File: src/rtl/mem_access_ctrl.sv
// rtl/mem_access_ctrl.sv - memory access stage turning CU strobes into a req/ack memory transaction
// Optional REQ watchdog enabled by defining MEM_TIMEOUT_EN.
module mem_access_ctrl #(
    parameter int ADDR_W         = 32,
    parameter int DATA_W         = 32,
    parameter int TIMEOUT_CYCLES = 255
) (
    input  logic              clk_100M,
    input  logic              rst,
    input  logic              clk_en,
    output logic              cpu_en,
    input  logic              IRWrite,
    input  logic              IorD,
    input  logic              MemtoWrite,
    input  logic [ADDR_W-1:0] pc,
    input  logic [ADDR_W-1:0] alu_out,
    input  logic [DATA_W-1:0] wdata,
    output logic [DATA_W-1:0] instr,
    output logic [DATA_W-1:0] mdr,
    output logic              mem_req,
    output logic              mem_we,
    output logic [ADDR_W-1:0] mem_addr,
    output logic [DATA_W-1:0] mem_wdata,
    input  logic              mem_ack,
    input  logic [DATA_W-1:0] mem_rdata,
    output logic              mem_err
);

    typedef enum logic [1:0] {IDLE, REQ, DONE} state_t;
    typedef enum logic [1:0] {K_FETCH, K_LOAD, K_STORE} kind_t;

    state_t      state, state_next;
    kind_t       kind;
    logic        we_q;
    logic        acc;
    logic        timeout_hit;
    logic [ADDR_W-1:0] addr_sel;

    assign acc      = IRWrite | IorD;
    assign addr_sel = IorD ? alu_out : pc;
    assign mem_req  = (state == REQ);
    assign mem_we   = we_q & (state == REQ);

`ifdef MEM_TIMEOUT_EN
    localparam int CNT_W = ($clog2(TIMEOUT_CYCLES + 1) > 8) ? $clog2(TIMEOUT_CYCLES + 1) : 8;
    logic [CNT_W-1:0] req_cnt;

    // Fires on the TIMEOUT_CYCLES-th consecutive REQ cycle without ack.
    assign timeout_hit = (state == REQ) && !mem_ack && (req_cnt == CNT_W'(TIMEOUT_CYCLES - 1));

    always_ff @(posedge clk_100M) begin
        if (rst) begin
            req_cnt <= '0;
            mem_err <= 1'b0;
        end else begin
            if (state == REQ && !mem_ack) begin
                req_cnt <= req_cnt + 1'b1;
            end else begin
                req_cnt <= '0;
            end
            if (timeout_hit) begin
                mem_err <= 1'b1;
            end
        end
    end
`else
    assign timeout_hit = 1'b0;
    assign mem_err     = 1'b0;
`endif

    always_ff @(posedge clk_100M) begin
        if (rst) begin
            state <= IDLE;
        end else begin
            state <= state_next;
        end
    end

    always_comb begin
        state_next = state;
        cpu_en     = 1'b0;
        case (state)
            IDLE: begin
                cpu_en = clk_en & ~acc;
                if (acc && clk_en) begin
                    state_next = REQ;
                end
            end
            REQ: begin
                if (mem_ack || timeout_hit) begin
                    state_next = DONE;
                end
            end
            DONE: begin
                // Holding here until clk_en keeps one transaction per CU access state.
                cpu_en = clk_en;
                if (clk_en) begin
                    state_next = IDLE;
                end
            end
            default: state_next = IDLE;
        endcase
    end

    always_ff @(posedge clk_100M) begin
        if (rst) begin
            kind      <= K_FETCH;
            we_q      <= 1'b0;
            mem_addr  <= '0;
            mem_wdata <= '0;
            instr     <= '0;
            mdr       <= '0;
        end else begin
            if (state == IDLE && acc && clk_en) begin
                mem_addr  <= addr_sel & ~ADDR_W'(3);
                mem_wdata <= wdata;
                we_q      <= IorD & MemtoWrite;
                if (IorD) begin
                    kind <= MemtoWrite ? K_STORE : K_LOAD;
                end else begin
                    kind <= K_FETCH;
                end
            end
            // A timed-out fetch yields 0, which the CPU decodes as NOP.
            if (state == REQ && (mem_ack || timeout_hit)) begin
                case (kind)
                    K_FETCH: instr <= mem_ack ? mem_rdata : '0;
                    K_LOAD:  mdr   <= mem_ack ? mem_rdata : '0;
                    default: ;
                endcase
            end
        end
    end

endmodule

File: config.mk
export PLATFORM = sky130hd
export DESIGN_NAME = mem_access_ctrl
export DESIGN_NICKNAME = d
export VERILOG_FILES = /design/src/rtl/mem_access_ctrl.sv
export SDC_FILE = /design/constraint.sdc
export NUM_CORES = 1
export LEC_CHECK = 0
export BUFFER_PORTS_ARGS = -buffer_cell sky130_fd_sc_hd__clkbuf_2
export CAP_MARGIN = 20
export CORE_MARGIN = 10
export CORE_UTILIZATION = 46
export DETAILED_ROUTE_END_ITERATION = 16
export HOLD_SLACK_MARGIN = 0.08
export PLACE_DENSITY = 0.81
export SYNTH_ARGS = -nofsm -noshare
export SYNTH_HDL_FRONTEND = slang
export SYNTH_SLANG_ARGS = --single-unit
File: constraint.sdc
create_clock -name clk_100M -period 2.1 [get_ports clk_100M]
set_input_delay 0.63 -clock clk_100M [delete_from_list [all_inputs] [get_ports clk_100M]]
set_output_delay 0.63 -clock clk_100M [all_outputs]
set_load 0.05 [all_outputs]
==> flow_summary.yaml <==
status:
  run_status: "finished, final reports clean"
clock_network:
  cts_root_buf: "sky130_fd_sc_hd__clkbuf_16"
  clkSlewWorstSetupHoldPaths_ns: 0.06
  cts_buffer_depth: 2
  tritoncts_clock_tree: "yes"
  cts_inserted_buffers: 17
  clock_insertion_delay_worst_skew_ns: 0.42
  cts_hold_buffers: 0
  cts.sinks: 130
  htreeDepth: 4
logic_synthesis:
  post_synth_instance_area_um2: 5489
  netlist_top_cells_area: "sky130_fd_sc_hd__dfxtp_1 47%, sky130_fd_sc_hd__mux2i_1 17%, sky130_fd_sc_hd__nand2b_1 11%"
  synth_seq_cells: 130
  async_flop_share_pct: 0
  synth_warnings: 0
  synth-seq-area-share_pct: 47.41
  netlist-cell-type-count: 27
  post-synth-top-area-fraction_pct: 47.41
  synthCells: 559
  synth.avg_cell_area_um2: 9.819
  yosys_most_used_dff: "sky130_fd_sc_hd__dfxtp_1"
  netlist.top_cell.by_area: "sky130_fd_sc_hd__dfxtp_1"
  synth-edff-count: 0
grt:
  pin_count_of_the_biggest_net_entering_global_routing: 66
  grt_overflow_total: 0
  grt_pass1_wl_um: 25500
  globalRouteTotalUtil_pct: 19.16
  grt_antenna_before_repair: 0
  number_of_global_route_vias_before_repair: 4952
routing:
  dr.first_iter.drc_count: 332
  routed-via-count: 4869
  via_per_inst: 5.098
  route.antenna.remaining_nets: 0
  postRouteWirelength_um: 16520
  route.detailed.wl_per_inst_um: 17.30
  post-route-drc-count: 0
  first_pass_iters: 4
place:
  detailed_place.area_um2: 6920
  dp.final_hpwl_um: 12320
  buffer_ports.inserted: 259
  final_gp_congestion: 0.7755
hold_path:
  timing.hold.worst.class: "in -> reg"
  min_from: "wdata[20]"
worst_setup_path:
  critical_path_peak_fanout: 4
  timing.reg2reg.worst_path_depth: 4
  crit_chain: "nand2b_1 > buf_4 > nor2_4 > clkbuf_8"
  worst_path_dominant_cell_family: "buffers and inverters"
  worst_path_max_delay_cell: "sky130_fd_sc_hd__dfxtp_2"
  cp-start-kind: "flip-flop"
  critPathCapture: "cpu_en"
  cp.depth: 4
  path_class: "reg -> out"
  worstPathRequired_ns: 1.47
  timing.critical_path.slowest_cell_delay_ns: 0.34
  worst-endpoint-arrival_ns: 1.39
  setup.worst_path.start: "state[0]"
  timing.critical_path.to_type: "output port"
  setup.reg_to_reg.worst_slack_ns: 0.42
  critical_path.n_buffers_inverters: 2
  crit-reg2reg-capture: "mem_addr[18]"
  regToRegStartpoint: "state[1]"
floorplan:
  die_height_um: 129.2
  initial_core_util_pct: 47.46
  area_of_the_die_um2: 16700
  standard_cell_rows: 39
  core_region_area_um2: 11560
  io-pin-count: 267
  die_width_um: 129.2
pwr:
  irDropWorstVdd_v: 0.0006328
  leakagePower_nw: 3.574
  power_density_nw_per_um2: 926.0
  power.total_w: 0.007017
sta:
  worst_clock_skew_ns: 0.01205
  final-setup-viol-count: 0
  hold_violations: 0
  worstMarginPinSlew_ns: 0.6861
  slew_headroom_pct: 54.26
  maxClockFrequency_mhz: 495.5
  final.period_utilization_pct: 96.11
  setup_repair_after_global_routing_missed_its_margin: "false"
  timing.final.crit_period_ns: 2.018
  drv_slew: 0
final_layout:
  share_of_cells_above_drive_strength_1_pct: 38.67
  multi_input_area_um2: 2610
  fill_cells: 938
  stdcell_area_um2: 7577
  seq_area_um2: 2604
  layout-area-overhead-vs-synth_pct: 38.04
  layout_commonest_cell: "sky130_fd_sc_hd__clkbuf_2"
  antennaDiodeCount: 0
  num-nets-final: 934
  layout.cells.most_common_list: "255 x sky130_fd_sc_hd__clkbuf_2, 129 x sky130_fd_sc_hd__dfxtp_1, 98 x sky130_fd_sc_hd__nand2b_1, 94 x sky130_fd_sc_hd__mux2i_1, 65 x sky130_fd_sc_hd__a21oi_1"
run:
  timing.max_cap.violations: 0
==> what timing repair did <==
item | 4_1_cts | 5_1_grt
hold endpoints to repair | 0 | 0
setup endpoints to repair | 3 | 3
resized for setup | 5 | 1
gates cloned | 0 | 0
pin swaps | 0 | 0
buffers inserted | 0 | 0
==> power breakdown <==
group / leakage, nW / internal [W] / switching, W
logic: 2.21 / 0.000379 / 0.000802
registers: 1.06 / 0.00259 / 0.0000646
clock network: 0.308 / 0.00213 / 0.00105
total: 3.57 / 0.00510 / 0.00192
==> synth_stat cells (all sizes together), types with 2 or more instances <==
master and instances:
o21ai 34, dfxtp 130, nand2b 98, mux2i 94, clkbuf 20, nor2b 2, nand4b 2, buf 38
nor2 4, a211oi 30, a21oi 65, nand3 32
==> state kept, by name (all words and copies together), names as in the netlist <==
signal / flops
instr: 32
state: 2
mem_addr: 30
mem_wdata: 32
mdr: 32
kind: 2
==> kinds of logic after synthesis <==
kind of cell	synth area share (%)
mux	17.14
flops	47.41
compound gates	13.65
other cells	0.06832
buf+inv	5.813
simple gates	15.91
==> metal layers <==
metal	GRT usage (%)	share of wire [%]	wire length, µm	vias to the layer above
met5	0	0	0	-
met4	8.027	2.1	343	0
met3	9.502	12	1927	26
met2	30.43	46	7637	213
met1	21.48	40	6612	2204
li1	-	-	-	2426
==> tightest hold or removal path: stages <==
cell and delay, ns:
sky130_fd_sc_hd__clkbuf_2 0.08, sky130_fd_sc_hd__nand3_1 0.05, sky130_fd_sc_hd__a21oi_1 0.05
==> worst min path at each step <==
stage,end,slack (ns),cells after the start
after CTS,mem_wdata[22],0.43,3
after global placement,mdr[26],0.46,2
final,mem_wdata[20],0.44,3
after detailed placement,mem_wdata[29],0.47,2
after floorplan,kind[0],0.48,2
after global routing,mem_wdata[18],0.43,3
==> through the flow <==
stage                     util (%)  std cells  hold WS, ns  worst slack [ns]  TNS (ns)
after floorplan                  -        561       0.4800           0.01969         0
after global placement       59.71        922       0.4563         -0.001976  -0.01169
after detailed placement     59.84        923       0.4652           0.07983         0
after CTS                    65.51        955       0.4275           0.02548         0
after global routing         65.52        955       0.4310           0.02693         0
final                        65.52        955       0.4413           0.08173         0
==> cell type report <==
type                    count  area share [%]
multi-input cells         373           34.45
flip-flops and latches    130           34.36
repair buffers            277           20.44
clock buffers              22           5.994
clock inverters            10           2.394
well taps                 143           2.361
(Power assumes the default switching activity.)
